`config.mk`:
```
export PLATFORM = sky130hd
export DESIGN_NAME = crc_serial_engine
export DESIGN_NICKNAME = d
export VERILOG_FILES = /design/src/rtl/crc_serial_engine.sv
export SDC_FILE = /design/constraint.sdc
export NUM_CORES = 1
export LEC_CHECK = 0
export ABC_AREA = 1
export CAP_MARGIN = 40
export CORE_MARGIN = 2
export CORE_UTILIZATION = 49
export DETAILED_ROUTE_END_ITERATION = 10
export GPL_TIMING_DRIVEN = 0
export HOLD_SLACK_MARGIN = 0.02
export PLACE_DENSITY = 0.75
export SETUP_SLACK_MARGIN = 0.4
export SKIP_CTS_REPAIR_TIMING = 1
export SLEW_MARGIN = 20
export SYNTH_ARGS = -nofsm -noshare
export SYNTH_HDL_FRONTEND = slang
export SYNTH_SLANG_ARGS = --single-unit
```
`constraint.sdc`:
```
create_clock -name clk -period 1.55 [get_ports clk]
set_input_delay 0.465 -clock clk [delete_from_list [all_inputs] [get_ports clk]]
set_output_delay 0.465 -clock clk [all_outputs]
set_load 0.05 [all_outputs]
```
`src/rtl/crc_serial_engine.sv`:
```
// Bit-serial CRC engine: latches one DATA_W word on start, shifts it through a
// CRC_W-bit LFSR one bit per clock, then presents (register ^ XOR_OUT) on crc_out.
//
// state    | meaning
// ---------+-----------------------------------------------------------------
// ST_IDLE  | waiting for start; crc_out holds the last result
// ST_SHIFT | consuming one latched data bit per cycle, busy high
// ST_DONE  | one-cycle done pulse; start here begins the next word immediately
module crc_serial_engine #(
    parameter int               CRC_W     = 5,
    parameter logic [CRC_W-1:0] POLY      = 5'h05,
    parameter int               DATA_W    = 4,
    parameter logic [CRC_W-1:0] INIT      = '0,
    parameter logic [CRC_W-1:0] XOR_OUT   = '0,
    parameter bit               LSB_FIRST = 1'b0
) (
    input  logic              clk,
    input  logic              reset,
    input  logic              start,
    input  logic [DATA_W-1:0] data_in,
    output logic              busy,
    output logic              done,
    output logic [CRC_W-1:0]  crc_out
);

    localparam int              CNT_W    = $clog2(DATA_W) + 1;
    localparam logic [CNT_W-1:0] LAST_CNT = CNT_W'(DATA_W - 1);

    typedef enum logic [1:0] {
        ST_IDLE  = 2'd0,
        ST_SHIFT = 2'd1,
        ST_DONE  = 2'd2
    } state_t;

    state_t            state_q, state_d;
    logic [CRC_W-1:0]  crc_q, crc_d;
    logic [CRC_W-1:0]  crc_out_d;
    logic [CNT_W-1:0]  cnt_q, cnt_d;
    logic [DATA_W-1:0] latch_q, latch_d;

    logic [DATA_W-1:0] latch_aligned;
    logic              bit_in;
    logic              feedback;
    logic [CRC_W-1:0]  crc_stepped;

    // Shifting the latch by the counter moves the current bit to a fixed end,
    // which avoids a variable index whose width differs from the latch range.
    assign latch_aligned = LSB_FIRST ? (latch_q >> cnt_q) : (latch_q << cnt_q);
    assign bit_in        = LSB_FIRST ? latch_aligned[0] : latch_aligned[DATA_W-1];
    assign feedback      = crc_q[CRC_W-1] ^ bit_in;
    assign crc_stepped   = {crc_q[CRC_W-2:0], 1'b0} ^ (feedback ? POLY : '0);

    always_ff @(posedge clk) begin
        if (reset) begin
            state_q <= ST_IDLE;
            crc_q   <= '0;
            cnt_q   <= '0;
            latch_q <= '0;
            crc_out <= '0;
        end else begin
            state_q <= state_d;
            crc_q   <= crc_d;
            cnt_q   <= cnt_d;
            latch_q <= latch_d;
            crc_out <= crc_out_d;
        end
    end

    always_comb begin
        state_d   = state_q;
        crc_d     = crc_q;
        cnt_d     = cnt_q;
        latch_d   = latch_q;
        crc_out_d = crc_out;
        busy      = 1'b0;
        done      = 1'b0;

        case (state_q)
            ST_IDLE: begin
                if (start) begin
                    latch_d = data_in;
                    crc_d   = INIT;
                    cnt_d   = '0;
                    state_d = ST_SHIFT;
                end
            end

            ST_SHIFT: begin
                busy  = 1'b1;
                crc_d = crc_stepped;
                cnt_d = cnt_q + 1'b1;
                if (cnt_q == LAST_CNT) begin
                    state_d   = ST_DONE;
                    crc_out_d = crc_stepped ^ XOR_OUT;
                end
            end

            ST_DONE: begin
                done = 1'b1;
                if (start) begin
                    latch_d = data_in;
                    crc_d   = INIT;
                    cnt_d   = '0;
                    state_d = ST_SHIFT;
                end else begin
                    state_d = ST_IDLE;
                end
            end

            default: begin
                state_d = ST_IDLE;
            end
        endcase
    end

endmodule

```
## After elaboration in Yosys (flattened, before gate mapping)

Index checks and enable logic that the tools add are counted.

- Register bits after elaboration: 19
- Bits of input ports: 7
- Output and inout port bits: 7

- Bitwise logic cells: 2
- Reduce and logical (&&, ||, !) cells: 7
- Eq/ne operators: 6
- Add/subtract/negate cells: 1
- Shift-type cells: 1
- Muxes and demuxes: 11

Operators by type and width:

| cell | number |
|---|---|
| case mux 5 bit (2 select lines) | 1 |
| AND reduction 2 bit | 4 |
| two-way mux 3 bit | 2 |
| case mux 2 bit (3 select lines) | 1 |
| case mux 3 bit (2 select lines) | 1 |
| two-way mux 5 bit | 1 |
| bitwise XOR 5 x 3 -> 5 bit | 1 |
| two-way mux 2 bit | 2 |
| != test 2 bit, second input constant | 2 |
| left shift 4 x 3 -> 4 bit | 1 |
| adder 3 x 1 -> 3 bit, second input constant | 1 |
| equality test 3 x 2 -> 1 bit, second input constant | 1 |
| two-way mux 1 bit | 3 |
| equality test 2 x 1 -> 1 bit, second input constant | 1 |
| equality test 2 bit, second input constant | 1 |
| zero test 2 bit | 1 |
| != test 2 x 1 -> 1 bit, second input constant | 1 |
| nonzero test 2 bit | 1 |
| OR reduction 2 bit | 1 |
| bitwise XOR 1 bit | 1 |

## Depth between registers and ports, before layout

- Depth after elaboration: 5
- Gate-level depth with buffers: 10
- Gate-level depth less buffers: 10

## Least setup slack after synthesis

OpenSTA, ideal clock, no wires.

- Kind: reg-to-output
- Start point: register state_q[1]
- End point: output done
- Arrival: 1.111 ns
- Cell stages (with the launch flop): 3
- Setup slack: -0.026 ns
- Buffers on the path: 0
- Path through: dfxtp_1 > inv_1 > nor2_1

- Word-level cells in the longest chain between the ends: 2

RTL lines:

| what | line | source |
|---|---|---|
| start: declaration | 35 | `state_t state_q, state_d;` |
| start signal: assignment | 61 | `state_q <= state_d;` |
| equality test 2 bit | 78 | `case (state_q)` |
| two-way mux 1 bit | 78 |  |
| end: declaration | 22 | `output logic done,` |

No other way between the ends.

## Final worst setup path

- Start point: register state_q[0]
- End point: output busy

- Word-level cells in the longest chain between the ends: 2

RTL lines:

| what | line | source |
|---|---|---|
| equality test 2 x 1 -> 1 bit | 78 |  |
| two-way mux 1 bit | 78 |  |
| end: declaration | 21 | `output logic busy,` |

No other way between the ends.

==> impl_metrics.ini <==
[outcome]
outcome = completed

[route]
first_pass_iters = 3
vias = 698
dr.first_iter.drc_count = 7
wl_per_cell_um = 11.1
ant_nets = 0
drt-vias-per-instance = 4.92
routed_wl_um = 1570
drc = 0

[critical_path]
arrival_ns = 0.98
worstPathMaxFanout = 3
critPathKind = flip-flop to output port
required_ns = 1.08
cp-start-kind = flip-flop
worstSetupEndpointType = output port
reg2regPathDepth = 9

[finish]
design_area_mm2 = 0.00113
area_delta_synth_final_pct = 40.8
nets = 136
utilization = 0.745
fin_cells = 142
drive_gt1_frac = 0.389
insertedDiodeCount = 0

[power]
peakVddDrop_mv = 0.588
cellLeakagePower_nw = 0.460
p_per_area_mw_per_mm2 = 827

[global_routing]
grt_pass1_vias = 614
met1_usage = 0.229
grt.busiest_layer = met2
gr-usage-met2 = 0.301
grt_max_degree = 12
grt_overflow = 0
gr-usage-all-layers = 0.188
grt_first_pass_wirelength_um = 2640
antenna_found_initial = 0
use_met3 = 0.0286

[clock_tree]
path_clk_slew_ns = 0.11
cts_tree = built
cts_root_buf = clkbuf_4
cts_max_level = 1
clk_latency_ns = 0.31
clock_path_buffers = 2
clock_sinks = 19
cts_buffers = 3

[sta]
finalMaxSlewViolations = 0
relSlewSlack = 0.783
period_share = 0.932
worst_slew_pin_slew_ns = 0.324
layout_min_cycle_time_ns = 1.45
max_clock_freq_mhz = 692
fin_tns_setup_ns = 0
setup_slack_ns = 0.105
finClkSkew_ns = 0.00928
setup_violations = 0
rsz0062_at_grt = yes
hold_viol = 0

[die]
die_x_um = 44.6
num_io_pins = 14
die_h_um = 44.6
core_area_mm2 = 0.00152
initial_core_util = 0.529
dieArea_mm2 = 0.00198
rows = 14

[synthesis]
synth-warning-count = 0
synth_fp_nets = 115
yosysUniqueCellTypes = 19
ys_seq_area_frac = 0.472
ys_seq_elements = 19
synthCells = 106
avgSynthCellArea_um2 = 7.60
syn-cell-area_um2 = 806

[worst_hold_path]
min_path_type = flip-flop to flip-flop
hold_path_depth = 2

[placement]
postPlaceCellArea_mm2 = 0.00101
dp_slack_ns = -0.350
dp_hpwl_um = 1080
dpl.cell_count = 135
portBuffers = 13
gp_congestion = 0.761

[run]
cap_violations = 0
cell type report:
cell class | count | area (um^2)
inverters | 17 | 71.3
multi-input cells | 69 | 433
well taps | 16 | 20.0
repair buffers | 16 | 176
flip-flops and latches | 19 | 399
clock buffers | 3 | 22.5
clock inverters | 1 | 5.00
fillers | 110 | 389
plain buffers | 1 | 7.51
synth_stat cells:
cell       n  area share
clkbuf_1   1      0.0047
o21bai_1   1      0.0093
nor2_1     2      0.0093
nand2_1   29        0.14
o21ai_0    6       0.037
a21oi_1   11       0.068
inv_1     10       0.047
dfxtp_1   19        0.47
nor2_8     1       0.025
nand2_2    4       0.031
nor2_2     1      0.0078
ha_1       2       0.031
a211oi_1   1      0.0093
a21oi_2    1       0.011
inv_2      5       0.023
clkinv_1   2      0.0093
nand3_2    1       0.012
nand3_1    8       0.050
o22ai_1    1      0.0078
critical path, cell delays in order (launching register included):
cell and delay [ns]:
dfxtp_4 0.38, inv_4 0.05, nor2_8 0.09, buf_8 0.15
layout by cell type, fill, tap and decap left out, drive strengths merged:
cell	instances
clkinv	2
a21oi	12
clkbuf	3
a211oi	1
o21ai	6
nor2	4
o21bai	1
inv	16
o22ai	1
clkdlybuf4s50	6
nand2	33
ha	2
buf	11
dfxtp	19
nand3	9
kinds of logic (layout without fill, tap and decap cells):
| group | after synthesis | in the layout | synth area share |
|---|---|---|---|
| and+or+nand+nor | 46 | 46 | 0.270 |
| AOI/OAI and AO/OA | 21 | 21 | 0.143 |
| DFF | 19 | 19 | 0.472 |
| buffers and inverters | 18 | 38 | 0.0839 |
| adders and majority gates | 2 | 2 | 0.0311 |
flip-flops by register name (all words and copies together) (netlist names):
name     flops
state_q      2
crc_q        5
latch_q      4
crc_out      5
cnt_q        3
worst paths after layout:
kind | end | startpoint | slack, ns
worst min register to register | latch_q[3] | latch_q[3] | 0.45
worst max register to register | crc_out[2] | cnt_q[0] | 0.36
worst min-delay path | latch_q[3] | latch_q[3] | 0.45
worst max-delay path | busy | state_q[0] | 0.10
power by group:
| part | leakage [nW] | internal, mW | switching (mW) | total (mW) |
|---|---|---|---|---|
| clock | 0.0177 | 0.0965 | 0.164 | 0.260 |
| sequential | 0.160 | 0.506 | 0.0162 | 0.522 |
| combinational | 0.282 | 0.0634 | 0.0933 | 0.157 |
| total | 0.460 | 0.665 | 0.273 | 0.938 |
metal layers:
metal  wire (um)  up-vias
met5           0        -
met4          36        0
met2         717       10
li1            -      382
met1         766      301
met3          53        5
through the flow:
step / total power, mW / hold slack, ns
3_5_place_dp: 0.671 / 0.437
4_1_cts: 0.925 / 0.453
6_report: 0.938 / 0.448
2_1_floorplan: 0.630 / 0.418
5_1_grt: 0.985 / 0.470
3_3_place_gp: 0.667 / 0.430
Power figures use the tool's default switching activity.
